<file path="src/rtl/cpu_ctrl_pkg.sv">
// cpu_ctrl_pkg: opcodes, ALU modes, sequencer states and the per-state strobe decode
package cpu_ctrl_pkg;

    localparam logic [3:0] OP_NOP  = 4'h0;
    localparam logic [3:0] OP_LDA  = 4'h1;
    localparam logic [3:0] OP_LDB  = 4'h2;
    localparam logic [3:0] OP_ADD  = 4'h3;
    localparam logic [3:0] OP_SUB  = 4'h4;
    localparam logic [3:0] OP_AND  = 4'h5;
    localparam logic [3:0] OP_OR   = 4'h6;
    localparam logic [3:0] OP_JMP  = 4'h7;
    localparam logic [3:0] OP_HALT = 4'hF;

    localparam logic [1:0] MODE_ADD = 2'd0;
    localparam logic [1:0] MODE_SUB = 2'd1;
    localparam logic [1:0] MODE_AND = 2'd2;
    localparam logic [1:0] MODE_OR  = 2'd3;

    typedef enum logic [3:0] {
        ST_IDLE, ST_FETCH, ST_WAIT, ST_DECODE, ST_LOAD_A, ST_LOAD_B,
        ST_EXEC, ST_WB, ST_JUMP, ST_HALT, ST_STALL
    } state_t;

    typedef struct packed {
        logic aload;
        logic bload;
        logic irload;
        logic pcload;
        logic ansload;
        logic jsm;
        logic a_select;
        logic b_select;
        logic select_mode;
        logic busy;
        logic halted;
    } ctrl_t;

    // Strobes each state drives; everything not listed stays low
    function automatic ctrl_t ctrl_for(state_t s);
        ctrl_t c;
        c             = '0;
        c.aload       = (s == ST_LOAD_A) || (s == ST_WB);
        c.bload       = (s == ST_LOAD_B);
        c.irload      = (s == ST_FETCH);
        c.pcload      = (s == ST_FETCH) || (s == ST_JUMP);
        c.ansload     = (s == ST_EXEC);
        c.jsm         = (s == ST_JUMP);
        c.a_select    = (s == ST_LOAD_A);
        c.b_select    = (s == ST_LOAD_B);
        c.select_mode = (s == ST_EXEC) || (s == ST_WB);
        c.busy        = (s != ST_IDLE) && (s != ST_HALT);
        c.halted      = (s == ST_HALT);
        return c;
    endfunction

endpackage

</file>
<file path="src/rtl/cpu_ctrl_decoder.sv">
// cpu_ctrl_decoder: maps an opcode to the state DECODE branches to, plus an illegal flag
module cpu_ctrl_decoder
    import cpu_ctrl_pkg::*;
(
    input  logic [3:0] op,
    output state_t     target,
    output logic       illegal
);

    // NOP and undefined opcodes both return to instruction fetch
    always_comb begin
        target  = (op == OP_LDA)                  ? ST_LOAD_A :
                  (op == OP_LDB)                  ? ST_LOAD_B :
                  (op >= OP_ADD && op <= OP_OR)   ? ST_EXEC   :
                  (op == OP_JMP)                  ? ST_JUMP   :
                  (op == OP_HALT)                 ? ST_HALT   : ST_FETCH;
        illegal = (op > OP_JMP) && (op != OP_HALT);
    end

endmodule

</file>
<file path="src/rtl/cpu_control_unit.sv">
// cpu_control_unit: Moore fetch/decode/execute sequencer for the 8-bit CPU datapath
// Optional CPU_CTRL_SINGLE_STEP_EN adds a Step input that releases one instruction per rising level.
module cpu_control_unit
    import cpu_ctrl_pkg::*;
#(
    parameter int OPCODE_W   = 4,
    parameter int MODE_W     = 2,
    parameter int FETCH_WAIT = 0
) (
    input  logic                Clk,
    input  logic                Reset,
    input  logic                Run,
`ifdef CPU_CTRL_SINGLE_STEP_EN
    input  logic                Step,
`endif
    input  logic [OPCODE_W-1:0] IRCU,
    output logic [MODE_W-1:0]   mode,
    output logic                Aload,
    output logic                Bload,
    output logic                IRload,
    output logic                PCload,
    output logic                ANSload,
    output logic                JSM,
    output logic                A_select,
    output logic                B_select,
    output logic                select_mode,
    output logic                Busy,
    output logic                Halted,
    output logic                Illegal
);

    state_t              state, nxt, target;
    ctrl_t               ctl;
    logic [OPCODE_W-1:0] op, op_eff;
    logic [MODE_W-1:0]   nxt_mode;
    logic [2:0]          cnt;
    logic                dec_illegal;
    logic                go;

`ifdef CPU_CTRL_SINGLE_STEP_EN
    localparam state_t ENTRY = ST_STALL;
    logic step_q;
    assign go = Step & ~step_q;
    // Remember last Step so only a low-to-high change releases a stalled fetch
    always_ff @(posedge Clk) begin
        step_q <= Reset ? 1'b0 : Step;
    end
`else
    localparam state_t ENTRY = ST_FETCH;
    assign go = 1'b1;
`endif

    cpu_ctrl_decoder u_dec (
        .op      (4'(IRCU)),
        .target  (target),
        .illegal (dec_illegal)
    );

    // In DECODE the opcode is still on IRCU; afterwards only the latched copy counts
    assign op_eff = (state == ST_DECODE) ? IRCU : op;

    // Next-state selection and the ALU mode that goes with it
    always_comb begin
        nxt = ST_IDLE;
        case (state)
            ST_IDLE:   nxt = Run ? ENTRY : ST_IDLE;
            ST_STALL:  nxt = go ? ST_FETCH : ST_STALL;
            ST_FETCH:  nxt = (FETCH_WAIT > 0) ? ST_WAIT : ST_DECODE;
            ST_WAIT:   nxt = (cnt == 3'(FETCH_WAIT - 1)) ? ST_DECODE : ST_WAIT;
            ST_DECODE: nxt = (target == ST_FETCH) ? ENTRY : target;
            ST_EXEC:   nxt = ST_WB;
            ST_HALT:   nxt = ST_HALT;
            ST_LOAD_A, ST_LOAD_B, ST_WB, ST_JUMP: nxt = ENTRY;
            default:   nxt = ST_IDLE;
        endcase
        nxt_mode = (nxt == ST_EXEC || nxt == ST_WB) ? MODE_W'(op_eff - OPCODE_W'(3)) : '0;
    end

    // Single state register; strobes are registered from the next state so they track state exactly
    always_ff @(posedge Clk) begin
        if (Reset) begin
            state   <= ST_IDLE;
            ctl     <= '0;
            mode    <= '0;
            op      <= '0;
            Illegal <= 1'b0;
            cnt     <= '0;
        end else begin
            state <= nxt;
            ctl   <= ctrl_for(nxt);
            mode  <= nxt_mode;
            cnt   <= (state == ST_WAIT) ? cnt + 3'd1 : '0;
            if (state == ST_DECODE) op <= IRCU;
            if (state == ST_DECODE && dec_illegal) Illegal <= 1'b1;
        end
    end

    assign Aload       = ctl.aload;
    assign Bload       = ctl.bload;
    assign IRload      = ctl.irload;
    assign PCload      = ctl.pcload;
    assign ANSload     = ctl.ansload;
    assign JSM         = ctl.jsm;
    assign A_select    = ctl.a_select;
    assign B_select    = ctl.b_select;
    assign select_mode = ctl.select_mode;
    assign Busy        = ctl.busy;
    assign Halted      = ctl.halted;

endmodule

</file>
<file path="config.mk">
export PLATFORM = sky130hd
export DESIGN_NAME = cpu_control_unit
export DESIGN_NICKNAME = d
export VERILOG_FILES = /design/src/rtl/cpu_ctrl_pkg.sv /design/src/rtl/cpu_ctrl_decoder.sv /design/src/rtl/cpu_control_unit.sv
export SDC_FILE = /design/constraint.sdc
export NUM_CORES = 1
export LEC_CHECK = 0
export BUFFER_PORTS_ARGS = -buffer_cell sky130_fd_sc_hd__buf_4
export CORE_UTILIZATION = 43
export CTS_CLUSTER_DIAMETER = 150
export DETAILED_ROUTE_END_ITERATION = 16
export GPL_ROUTABILITY_DRIVEN = 0
export GPL_TIMING_DRIVEN = 0
export PLACE_DENSITY = 0.67
export SLEW_MARGIN = 20
export SYNTH_ARGS = -nofsm -noshare
export SYNTH_HDL_FRONTEND = slang
export SYNTH_SLANG_ARGS = --single-unit
export TNS_END_PERCENT = 100
</file>
<file path="constraint.sdc">
create_clock -name Clk -period 3.4 [get_ports Clk]
set_clock_uncertainty 0.1 [all_clocks]
set_input_delay 0.68 -clock Clk [delete_from_list [all_inputs] [get_ports Clk]]
set_output_delay 0.68 -clock Clk [all_outputs]
set_load 0.02 [all_outputs]
</file>
### After elaboration in Yosys (flattened, before gate mapping)

Cells that the tools add are included.

* mux-type cells: 10
* shifts and indexed selects: 0
* reduce and logical (&&, ||, !) cells: 12
* equal/unequal tests: 25
* magnitude comparators: 3
* bitwise logic cells: 2
* $mul: 0
* div/mod/pow operators: 0
* add/subtract/negate cells: 2

Operators by type and width (count)
* equality test 4 x 3 -> 1 bit, second input constant: 9
* 2-to-1 mux 4 bit: 7
* one-hot mux 4 bit (7 select lines): 1
* equality test 4 bit, second input constant: 6
* equality test 4 x 1 -> 1 bit, second input constant: 4
* equality test 4 x 2 -> 1 bit, second input constant: 3
* inequality test 4 bit, second input constant: 2
* OR reduction 5 bit: 1
* greater-or-equal comparator 4 x 2 -> 1 bit, second input constant: 1
* > comparator 4 x 3 -> 1 bit, second input constant: 1
* less-or-equal comparator 4 x 3 -> 1 bit, second input constant: 1
* logical AND 1 bit: 4
* zero test 4 bit: 1
* nonzero test 4 bit: 1
* OR reduction 2 bit: 2
* adder 3 x 1 -> 3 bit, second input constant: 1
* equality test 3 bit, second input constant: 1
* logical OR 1 bit: 3
* 2-to-1 mux 1 bit: 2
* inverter 1 bit: 2
* subtractor 2 bit, second input constant: 1

* memories kept: 0
* memory bits (writable): 0
* input port bits: 7
* register bits: 24
* bits in read-only memories: 0
* latch bits: 0

### Depth between registers and ports, before layout

Gate-level depths: netlist of run 1.

* word-level depth: 13
* mapped depth: 8
* depth with buffers taken out: 7

### Modules after synthesis

Synthesis of run 1 repeated with hierarchy kept, for this count alone.

* cell total of the unflattened synthesis: 101
* area total of the unflattened synthesis: 1032.2 µm²

Modules (own cells, without submodules)
* cpu_control_unit: area an instance 965.9 µm², times used 1, cells each 93, sequential area each 440.4 µm²
* cpu_ctrl_decoder: area an instance 66.3 µm², times used 1, cells each 8, sequential area each 0.0 µm²

### Worst setup path before layout of run 1

OpenSTA, ideal clock, no wires.

* kind: input to register
* start: in IRCU[1]
* end: reg ctl, in the netlist Aload
* data arrival time: 1730 ps
* data required time: 3166 ps
* path slack: 1436 ps
* setup time: 134 ps
* stages: 6
* cells stage by stage: buf_4 > a21boi_1 > o21ai_1 > a311oi_4 > nand2b_1 > a21oi_1

* cells in the longest elaborated chain, start to end: 11

Ends and longest elaborated chain
* start: declaration: RTL line cpu_control_unit.sv:16 `input logic [OPCODE_W-1:0] IRCU,`
* equality test 4 bit: RTL line cpu_ctrl_decoder.sv:16 `(op == OP_HALT) ? ST_HALT : ST_FETCH;`
* 2-to-1 mux 4 bit: RTL line cpu_ctrl_decoder.sv:16
* 2-to-1 mux 4 bit: RTL line cpu_ctrl_decoder.sv:15 `(op == OP_JMP) ? ST_JUMP :`
* 2-to-1 mux 4 bit: RTL line cpu_ctrl_decoder.sv:14 `(op >= OP_ADD && op <= OP_OR) ? ST_EXEC :`
* 2-to-1 mux 4 bit: RTL line cpu_ctrl_decoder.sv:13 `(op == OP_LDB) ? ST_LOAD_B :`
* 2-to-1 mux 4 bit *: RTL line cpu_ctrl_decoder.sv:12 `target = (op == OP_LDA) ? ST_LOAD_A :`
* equality test 4 x 1 -> 1 bit: RTL line cpu_control_unit.sv:70 `ST_DECODE: nxt = (target == ST_FETCH) ? ENTRY : target;`
* 2-to-1 mux 4 bit *: RTL line cpu_control_unit.sv:70
* one-hot mux 4 bit (7 select lines) *: RTL line cpu_control_unit.sv:65 `case (state)`
* equality test 4 x 3 -> 1 bit: RTL line cpu_ctrl_pkg.sv:42 `c.aload = (s == ST_LOAD_A) || (s == ST_WB);`
* logical OR 1 bit *: RTL line cpu_ctrl_pkg.sv:42
* end signal: assignment: RTL line cpu_control_unit.sv:90 `ctl <= ctrl_for(nxt);`
* end: declaration: RTL line cpu_control_unit.sv:33 `ctrl_t ctl;`

Mark *: on every way between the ends. The rest lies on a longest branch, timed or not.
A chain may end at the register's enable or synchronous reset.

### Worst setup path in the final report of run 1

* start: in IRCU[2]
* end: reg ctl, in the netlist Aload

Same word-level chain as after synthesis.

==> impl_metrics.env, run 1 <==
export IMPL_die_w_microns=49.27
export IMPL_finalSetupViolations=0
export IMPL_finalPower_mw=0.5324
export IMPL_critPathMaxFanout=8
export IMPL_netlist_instances=100
export IMPL_status="complete, no violations"
export IMPL_synth_edff_count=0
export IMPL_synth_flop_cell="dfxtp_1"
export IMPL_synth_fp_nets=109
export IMPL_synth_cell_types=36
export IMPL_cts_buffer_depth=2
export IMPL_slew_headroom_pct=68.17
export IMPL_cts_sinks=22
export IMPL_power_switching_share_pct=27.19
export IMPL_fmax_ghz=0.5545
export IMPL_insertion_delay_ns=0.30
export IMPL_via_per_inst=5.074
export IMPL_cts_inserted_buffers=3
export IMPL_seq_area_frac_synth_pct=45.83
export IMPL_nets=132
export IMPL_drc=0
export IMPL_regToRegStartpoint="cnt[0]$_SDFF_PP0_"
export IMPL_routedWlPerCell_microns=10.93
export IMPL_postCtsSetupBuffers=0
export IMPL_antenna_found_initial=0
export IMPL_wl_microns=1628
export IMPL_p_int_mw=0.3876
export IMPL_port_buffers=18
export IMPL_cp_arrival_ns=1.89
export IMPL_initial_core_util_pct=47.52
export IMPL_p_sw_mw=0.1448
export IMPL_syn_area_sq_um=960.9
export IMPL_area_growth_pct=21.35
export IMPL_synth_top_cell_by_area="dfxtp_1"
export IMPL_r2r_slack_ns=1.63
export IMPL_dp_slack_ns=1.290
export IMPL_layout_drive_gt1_share_pct=26.23
export IMPL_htreeDepth=1
export IMPL_synthTopCellsByArea="dfxtp_1, nor2_1, and2_1"
export IMPL_final_max_slew_violation_count=0
export IMPL_yosysWarnings=0
export IMPL_synthTopCellsByCount="dfxtp_1, nor2_1, and2_1, nand2b_1"
export IMPL_cts_resized=0
export IMPL_root_buffer="clkbuf_4"
export IMPL_final_hold_viol_count=0
export IMPL_worstHoldEndpoint="cnt[0]$_SDFF_PP0_"
export IMPL_syn_avg_cell_area_sq_um=9.609
export IMPL_grt_overflow=0
export IMPL_peakVddDrop_uv=197.6
export IMPL_pwr_share_comb_pct=20.5
export IMPL_diodes=0
export IMPL_hold_path_depth=1
export IMPL_tightest_slew_ns=0.4775
export IMPL_dieArea_sq_um=2428
export IMPL_finalCritPeriodShare_pct=53.04
export IMPL_dp_hpwl_microns=1224
export IMPL_hp_class="reg -> reg"
export IMPL_min_period_ns=1.803
export IMPL_finalWorstSetupSlack_ns=1.597
export IMPL_clkSlewWorstSetupHoldPaths_ns=0.12
export IMPL_hold_buffers=0
export IMPL_grt_max_degree=13
export IMPL_tritoncts="built"
export IMPL_drtPass1Iterations=4
export IMPL_core_region_area_sq_um=2022
export IMPL_max_cap_violations=0
export IMPL_grt_use_total_pct=15.14
export IMPL_rr_endpoint="PCload$_SDFF_PP0_"
export IMPL_ant_nets=0
export IMPL_drt_initial_drc_count=15
export IMPL_synth_top_area_share_pct=45.83
export IMPL_clkPwrFrac_pct=26.2
export IMPL_worstRegToRegCells=8
export IMPL_critical_path_required_ns=3.48
export IMPL_cp_end_kind="flip-flop"
export IMPL_vias=756
export IMPL_fin_tns_setup_ns=0
export IMPL_min_from="cnt[0]$_SDFF_PP0_"
export IMPL_rows=16
export IMPL_rsz0062_at_grt="no"
export IMPL_synth_most_common_cell="dfxtp_1"
export IMPL_ios=21
export IMPL_p_leak_nw=0.5341
export IMPL_whs_ns=0.3336
export IMPL_die_y_microns=49.27
export IMPL_crit_type="in -> reg"
export IMPL_power_density_nw_per_um2=456.6
export IMPL_p_seq_share_pct=53.3
export IMPL_async_reset_ff_share_pct=0
export IMPL_cp_start_kind="input pin"
export IMPL_grt_pass1_vias=685
export IMPL_synth_seq_cells=22
export IMPL_grt_first_pass_wirelength_microns=2842
layout make-up:
type	instances	area, sq um
fillers	191	855.8
multi-input cells	71	481.7
flip-flops and latches	22	440.4
repair buffers	18	135.1
clock buffers	4	36.28
well taps	27	33.78
plain buffers	5	31.28
inverters	2	7.507
power by group through the flow:
stage	sequential (mW)	combinational [mW]	clock [mW]
global route	0.286	0.120	0.157
global placement	0.290	0.108	0
floorplan	0.296	0.0723	0
finish	0.284	0.109	0.139
detailed placement	0.289	0.109	0
CTS	0.284	0.110	0.143
how the worst max path moves through the flow:
stage                        startpoint               end  slack [ns]  cells after the start
CTS                             IRCU[2]  Aload$_SDFF_PP0_        1.62                      6
floorplan                       IRCU[1]  Aload$_SDFF_PP0_        1.44                      6
global placement                IRCU[2]  Aload$_SDFF_PP0_        1.28                      6
finish                          IRCU[2]  Aload$_SDFF_PP0_        1.60                      6
global route        state[0]$_SDFF_PP0_   Busy$_SDFF_PP0_        1.48                      5
detailed placement              IRCU[2]  Aload$_SDFF_PP0_        1.29                      6
metrics by stage:
| stage | area, sq um | cells | util [%] |
|---|---|---|---|
| 3_3_place_gp | 1130 | 145 | 55.88 |
| 4_1_cts | 1166 | 149 | 57.67 |
| 5_1_grt | 1166 | 149 | 57.67 |
| 3_5_place_dp | 1130 | 145 | 55.88 |
| 6_report | 1166 | 149 | 57.67 |
| 2_1_floorplan | 960.9 | 100 | - |
critical path, cell delays in order:
cell and delay (ns):
buf_4 0.13, and3b_1 0.20, o21ai_1 0.10, a311oi_4 0.50
nand2b_1 0.21, a21oi_1 0.07
flip-flops by register name, indices dropped and copies added (netlist names), 2 cells and up:
register  count
op            2
mode          2
cnt           3
state         4
layer usage:
metal / global-route usage (%) / up-vias / routed length (microns)
li1: - / 389 / -
met1: 19.19 / 346 / 789
met2: 25.11 / 21 / 768
met3: 1.869 / 0 / 71
met4: 7.353 / 0 / 0
met5: 0 / - / 0
cell families (layout without fill, tap and decap cells):
group	count (synthesis)	after routing	synth area share (%)
buffers and inverters	7	29	4.036
multiplexers	3	3	3.125
AO/OA/AOI/OAI	19	19	15.23
XOR/XNOR	2	2	1.823
adder cells (fa/ha/maj)	2	2	2.604
AND/OR/NAND/NOR	45	45	27.34
flip-flops	22	22	45.83
placed cells by master, fill, tap and decap left out, types with 2 or more instances in the layout:
master,count
dfxtp_1,22
buf_4,21
nor2_1,11
nand2b_1,5
and2_1,5
nand2_1,4
nor3_1,4
o21bai_1,3
a21oi_1,3
nor4_1,3
mux2i_1,3
clkbuf_4,3
a31oi_1,2
and2b_1,2
o21ai_0,2
a21boi_1,2
and3b_1,2
o21a_1,2
inv_1,2
nor2b_1,2
ha_1,2
No activity file was read; power rests on OpenSTA's default activity.
==> inputs of run 2 (changes only) <==
--- a/config.mk
+++ b/config.mk
@@ -11,7 +11,7 @@
 export DETAILED_ROUTE_END_ITERATION = 16
 export GPL_ROUTABILITY_DRIVEN = 0
 export GPL_TIMING_DRIVEN = 0
-export PLACE_DENSITY = 0.67
+export PLACE_DENSITY = 0.69
 export SLEW_MARGIN = 20
 export SYNTH_ARGS = -nofsm -noshare
 export SYNTH_HDL_FRONTEND = slang
==> constraint.sdc (replaced) <==
create_clock -name Clk -period 1.61 [get_ports Clk]
set_clock_uncertainty 0.1 [all_clocks]
set_input_delay 0.322 -clock Clk [delete_from_list [all_inputs] [get_ports Clk]]
set_output_delay 0.322 -clock Clk [all_outputs]
set_load 0.02 [all_outputs]
==> impl_metrics.env, run 2 (synthesized netlist as in run 1, its figures left out) <==
export IMPL_tritoncts="built"
export IMPL_fin_tns_setup_ns=-0.5227
export IMPL_slew_headroom_pct=65.22
export IMPL_dieArea_sq_um=2428
export IMPL_fmax_ghz=0.5852
export IMPL_nets=139
export IMPL_cp_end_kind="flip-flop"
export IMPL_area_growth_pct=34.77
export IMPL_hp_class="in -> reg"
export IMPL_ant_nets=0
export IMPL_whs_ns=0.09976
export IMPL_grt_use_total_pct=16.03
export IMPL_critPathMostFrequentCell="ha_4"
export IMPL_cp_arrival_ns=1.78
export IMPL_die_y_microns=49.27
export IMPL_critPathMaxFanout=5
export IMPL_crit_type="reg -> reg"
export IMPL_placed_cells=145
export IMPL_max_stage_delay_ns=0.36
export IMPL_grt_max_degree=12
export IMPL_critical_path_required_ns=1.68
export IMPL_antenna_found_initial=0
export IMPL_max_cap_violations=0
export IMPL_cp_start_kind="flip-flop"
export IMPL_layout_drive_gt1_share_pct=42.19
export IMPL_initial_core_util_pct=47.52
export IMPL_finalPower_mw=1.159
export IMPL_via_per_inst=5.019
export IMPL_peakVddDrop_uv=475.6
export IMPL_port_buffers=18
export IMPL_grt_overflow=0
export IMPL_root_buffer="clkbuf_4"
export IMPL_drt_initial_drc_count=10
export IMPL_grt_use_met1_pct=21.03
export IMPL_cts_buffer_depth=2
export IMPL_htreeDepth=1
export IMPL_busiest_layer="met2"
export IMPL_hold_buffers=0
export IMPL_finalCritPeriodShare_pct=106.1
export IMPL_top_regs="state x4, cnt x3"
export IMPL_crit_path_top_delay_cell="dfxtp_2"
export IMPL_core_region_area_sq_um=2022
export IMPL_grt_first_pass_wirelength_microns=3008
export IMPL_status="finished with violations"
export IMPL_path_cells="ha_4 -> ha_4 -> o21bai_1 -> a211o_1 -> o21a_1 -> buf_6 -> buf_4 -> nand2b_4 -> a21oi_1"
export IMPL_violations="negative setup slack"
export IMPL_critPathBufInv=2
export IMPL_min_period_ns=1.709
export IMPL_cts_inserted_buffers=3
export IMPL_diodes=0
export IMPL_die_w_microns=49.27
export IMPL_finalWorstSetupSlack_ns=-0.09875
export IMPL_final_max_slew_violation_count=0
export IMPL_clkSlewWorstSetupHoldPaths_ns=0.11
export IMPL_rows=16
export IMPL_use_met3_pct=1.869
export IMPL_wl_microns=1780
export IMPL_vias=778
export IMPL_grt_pass1_vias=688
export IMPL_insertion_delay_ns=0.28
export IMPL_p_leak_nw=0.5746
export IMPL_final_hold_viol_count=0
export IMPL_tightest_slew_ns=0.5217
export IMPL_cts_sinks=22
export IMPL_finalSetupViolations=8
export IMPL_drtPass1Iterations=4
export IMPL_ios=21
export IMPL_final_cell_mix="buf_4, dfxtp_1, nor2_1, nand2_1, and2_1"
export IMPL_routedWlPerCell_microns=11.48
export IMPL_drc=0
export IMPL_dp_hpwl_microns=1183
export IMPL_power_density_nw_per_um2=895.2
export IMPL_crit_family="compound AO/OA/AOI/OAI gates"
export IMPL_rsz0062_at_grt="yes"
export IMPL_mostFrequentLayoutCell="buf_4"
export IMPL_largest_reg_flops=4
export IMPL_met2_usage_pct=25.57
export IMPL_instances_no_fill=155
export IMPL_regMostFlops="state"
[run 2: changes by cell type in the layout (fill, tap and decap cells not counted), moves of 2 or more]
cell | previous run | this run
buf_4 | 21 | 27
buf_6 | 0 | 2
dfxtp_1 | 22 | 17
dfxtp_2 | 0 | 3
dfxtp_4 | 0 | 2
ha_1 | 2 | 0
ha_4 | 0 | 2
nand2b_1 | 5 | 3
nand2b_4 | 0 | 2
nor3_1 | 4 | 2
nor3_2 | 1 | 3
[run 2: what timing repair did]
action | in CTS | in global routing
pin swaps | 4 | 4
setup endpoints to repair | 12 | 13
setup buffers | 3 | 3
gates cloned | 1 | 0
resized for setup | 11 | 13
[run 2: final cells by class]
| cell class | instances | area, sq um |
|---|---|---|
| timing repair buffer | 25 | 191.4 |
| sequential | 22 | 451.7 |
| inverter | 2 | 7.507 |
| multi-input combinational | 71 | 550.5 |
| fill | 165 | 726.9 |
| buffer | 5 | 37.54 |
| clock buffer | 3 | 22.52 |
| tap | 27 | 33.78 |
[run 2: final timing paths]
| path | start | endpoint | slack [ns] | cells past startpoint |
|---|---|---|---|---|
| worst max register to register | cnt[0]$_SDFF_PP0_ | Aload$_SDFF_PP0_ | -0.1 | 9 |
| worst min-delay path | Reset | state[1]$_SDFF_PP0_ | 0.1 | 2 |
| worst min register to register | cnt[0]$_SDFF_PP0_ | cnt[0]$_SDFF_PP0_ | 0.33 | 1 |
| worst max-delay path | cnt[0]$_SDFF_PP0_ | Aload$_SDFF_PP0_ | -0.1 | 9 |
[run 2: metal layers]
| metal | vias to the layer above | wire length [microns] |
|---|---|---|
| met3 | 2 | 45 |
| met2 | 13 | 886 |
| met5 | - | 0 |
| li1 | 405 | - |
| met1 | 358 | 829 |
| met4 | 0 | 19 |
[run 2: where the power goes]
part	internal, mW	switching (mW)	total, mW
clock network	0.0868	0.142	0.229
logic	0.176	0.151	0.327
registers	0.573	0.0300	0.603
[run 2: metrics by stage]
step | instance area [sq um] | utilization, % | setup slack [ns]
after global placement | 1132 | 56.00 | -0.1417
final | 1295 | 64.05 | -0.09875
after detailed placement | 1132 | 56.00 | -0.1565
after floorplan | 963.4 | - | 0.004008
after CTS | 1225 | 60.58 | -0.04879
after global routing | 1295 | 64.05 | -0.1839
==> inputs of run 3 (changes only) <==
--- a/config.mk
+++ b/config.mk
@@ -11,6 +11,7 @@
 export DETAILED_ROUTE_END_ITERATION = 16
 export GPL_ROUTABILITY_DRIVEN = 0
 export GPL_TIMING_DRIVEN = 0
+export MAX_ROUTING_LAYER = met4
 export PLACE_DENSITY = 0.69
 export SLEW_MARGIN = 20
 export SYNTH_ARGS = -nofsm -noshare
==> impl_metrics.env, run 3 (synthesized netlist as in run 1, its figures left out) <==
export IMPL_core_region_area_sq_um=2022
export IMPL_dp_slack_ns=-0.1565
export IMPL_clkPwrFrac_pct=19.7
export IMPL_critical_path_required_ns=1.68
export IMPL_vias=770
export IMPL_max_cap_violations=0
export IMPL_min_period_ns=1.707
export IMPL_p_leak_nw=0.5746
export IMPL_final_max_slew_violation_count=0
export IMPL_clkSlewWorstSetupHoldPaths_ns=0.11
export IMPL_drtPass1Iterations=3
export IMPL_slew_headroom_pct=65.28
export IMPL_status="finished with violations"
export IMPL_wl_microns=1761
export IMPL_cp_end_kind="flip-flop"
export IMPL_finalWorstSetupSlack_ns=-0.09665
export IMPL_grt_overflow=0
export IMPL_grt_max_degree=12
export IMPL_cp_arrival_ns=1.78
export IMPL_fmax_ghz=0.5859
export IMPL_dieArea_sq_um=2428
export IMPL_p_seq_share_pct=52.1
export IMPL_layout_drive_gt1_share_pct=42.19
export IMPL_power_switching_share_pct=27.81
export IMPL_cp_start_kind="flip-flop"
export IMPL_violations="negative setup slack"
export IMPL_cts_buffer_depth=2
export IMPL_p_int_mw=0.8356
export IMPL_ios=21
export IMPL_peakVddDrop_uv=474.0
export IMPL_initial_core_util_pct=47.52
export IMPL_final_hold_viol_count=0
export IMPL_power_density_nw_per_um2=893.9
export IMPL_root_buffer="clkbuf_4"
export IMPL_critPathMaxFanout=5
export IMPL_dp_hpwl_microns=1183
export IMPL_tritoncts="built"
export IMPL_n_fill_cell=165
export IMPL_finalPower_mw=1.158
export IMPL_finalSetupViolations=7
export IMPL_port_buffers=18
export IMPL_hold_buffers=0
export IMPL_tightest_slew_ns=0.5208
export IMPL_finalCritPeriodShare_pct=106.0
export IMPL_hp_class="in -> reg"
export IMPL_pwr_share_comb_pct=28.1
export IMPL_insertion_delay_ns=0.29
export IMPL_rsz0062_at_grt="yes"
export IMPL_top_regs="state x4, cnt x3"
export IMPL_final_cell_mix="buf_4, dfxtp_1, nor2_1, nand2_1, and2_1"
export IMPL_p_sw_mw=0.3219
export IMPL_crit_type="reg -> reg"
export IMPL_grt_first_pass_wirelength_microns=3015
export IMPL_drt_initial_drc_count=11
export IMPL_grt_pass1_vias=688
export IMPL_rows=16
export IMPL_die_y_microns=49.27
export IMPL_regMostFlops="state"
export IMPL_die_w_microns=49.27
export IMPL_nets=139
export IMPL_area_growth_pct=34.77
export IMPL_drc=0
export IMPL_htreeDepth=1
export IMPL_antenna_found_initial=0
export IMPL_grt_use_total_pct=16.49
export IMPL_via_per_inst=4.968
export IMPL_mostFrequentLayoutCell="buf_4"
export IMPL_ant_nets=0
export IMPL_postLayoutCoreUtil_pct=64.05
export IMPL_cts_inserted_buffers=3
export IMPL_routedWlPerCell_microns=11.36
export IMPL_largest_reg_flops=4
export IMPL_diodes=0
export IMPL_cts_sinks=22
## run 3: cell counts in the layout (fill, tap and decap cells not counted)
No cell type changed its count.
## run 3: path summary, 6_finish.rpt
kind                                         from                  end  slack, ns  depth (start not counted)
worst min register to register  cnt[0]$_SDFF_PP0_    cnt[0]$_SDFF_PP0_       0.33                          1
worst min-delay path                        Reset  state[1]$_SDFF_PP0_        0.1                          2
worst max-delay path            cnt[0]$_SDFF_PP0_     Aload$_SDFF_PP0_       -0.1                          9
worst max register to register  cnt[0]$_SDFF_PP0_     Aload$_SDFF_PP0_       -0.1                          9
## run 3: per-layer routing
layer | vias up | global-route usage [%] | share of wire [%]
met5 | - | - | 0
met2 | 13 | 25.57 | 50
met1 | 351 | 21.03 | 46
li1 | 404 | - | -
met4 | 0 | 8.333 | 1.1
met3 | 2 | 1.869 | 2.6
## run 3: metrics by stage
step	instance area [sq um]	instances	TNS (ns)	hold slack, ns
after global placement	1132	145	-0.8882	0.3092
final	1295	155	-0.5023	0.09944
after detailed placement	1132	145	-0.8936	0.3212
after global routing	1295	155	-1.304	0.08797
after floorplan	963.4	100	0	0.2936
after CTS	1225	152	-0.06491	0.08896
## run 3: power by group through the flow
stage / Sequential [mW] / Combinational (mW) / Clock (mW)
floorplan: 0.626 / 0.156 / 0
global placement: 0.612 / 0.231 / 0
detailed placement: 0.612 / 0.233 / 0
CTS: 0.603 / 0.272 / 0.241
global route: 0.609 / 0.353 / 0.274
finish: 0.603 / 0.326 / 0.229
## run 3: critical path, cell delays in order, from the launching register on
cell and delay (ns):
dfxtp_2 0.36, ha_4 0.14, ha_4 0.11, o21bai_1 0.05, a211o_1 0.31, o21a_1 0.13, buf_6 0.13, buf_4 0.13
nand2b_4 0.07, a21oi_1 0.06
## run 3: area by class of cell
cell class / instances / area (sq um) / share of cell area [%]
Tap cell: 27 / 33.78 / 2.609
Sequential cell: 22 / 451.7 / 34.88
Timing Repair Buffer: 25 / 191.4 / 14.78
Buffer: 5 / 37.54 / 2.899
Clock buffer: 3 / 22.52 / 1.739
Inverter: 2 / 7.507 / 0.5797
Multi-Input combinational cell: 71 / 550.5 / 42.51
## run 3: what timing repair did
item                       CTS  global route
setup endpoints to repair   12            13
setup buffers                3             3
pin swaps                    4             4
gates cloned                 1             0
resized for setup           11            13
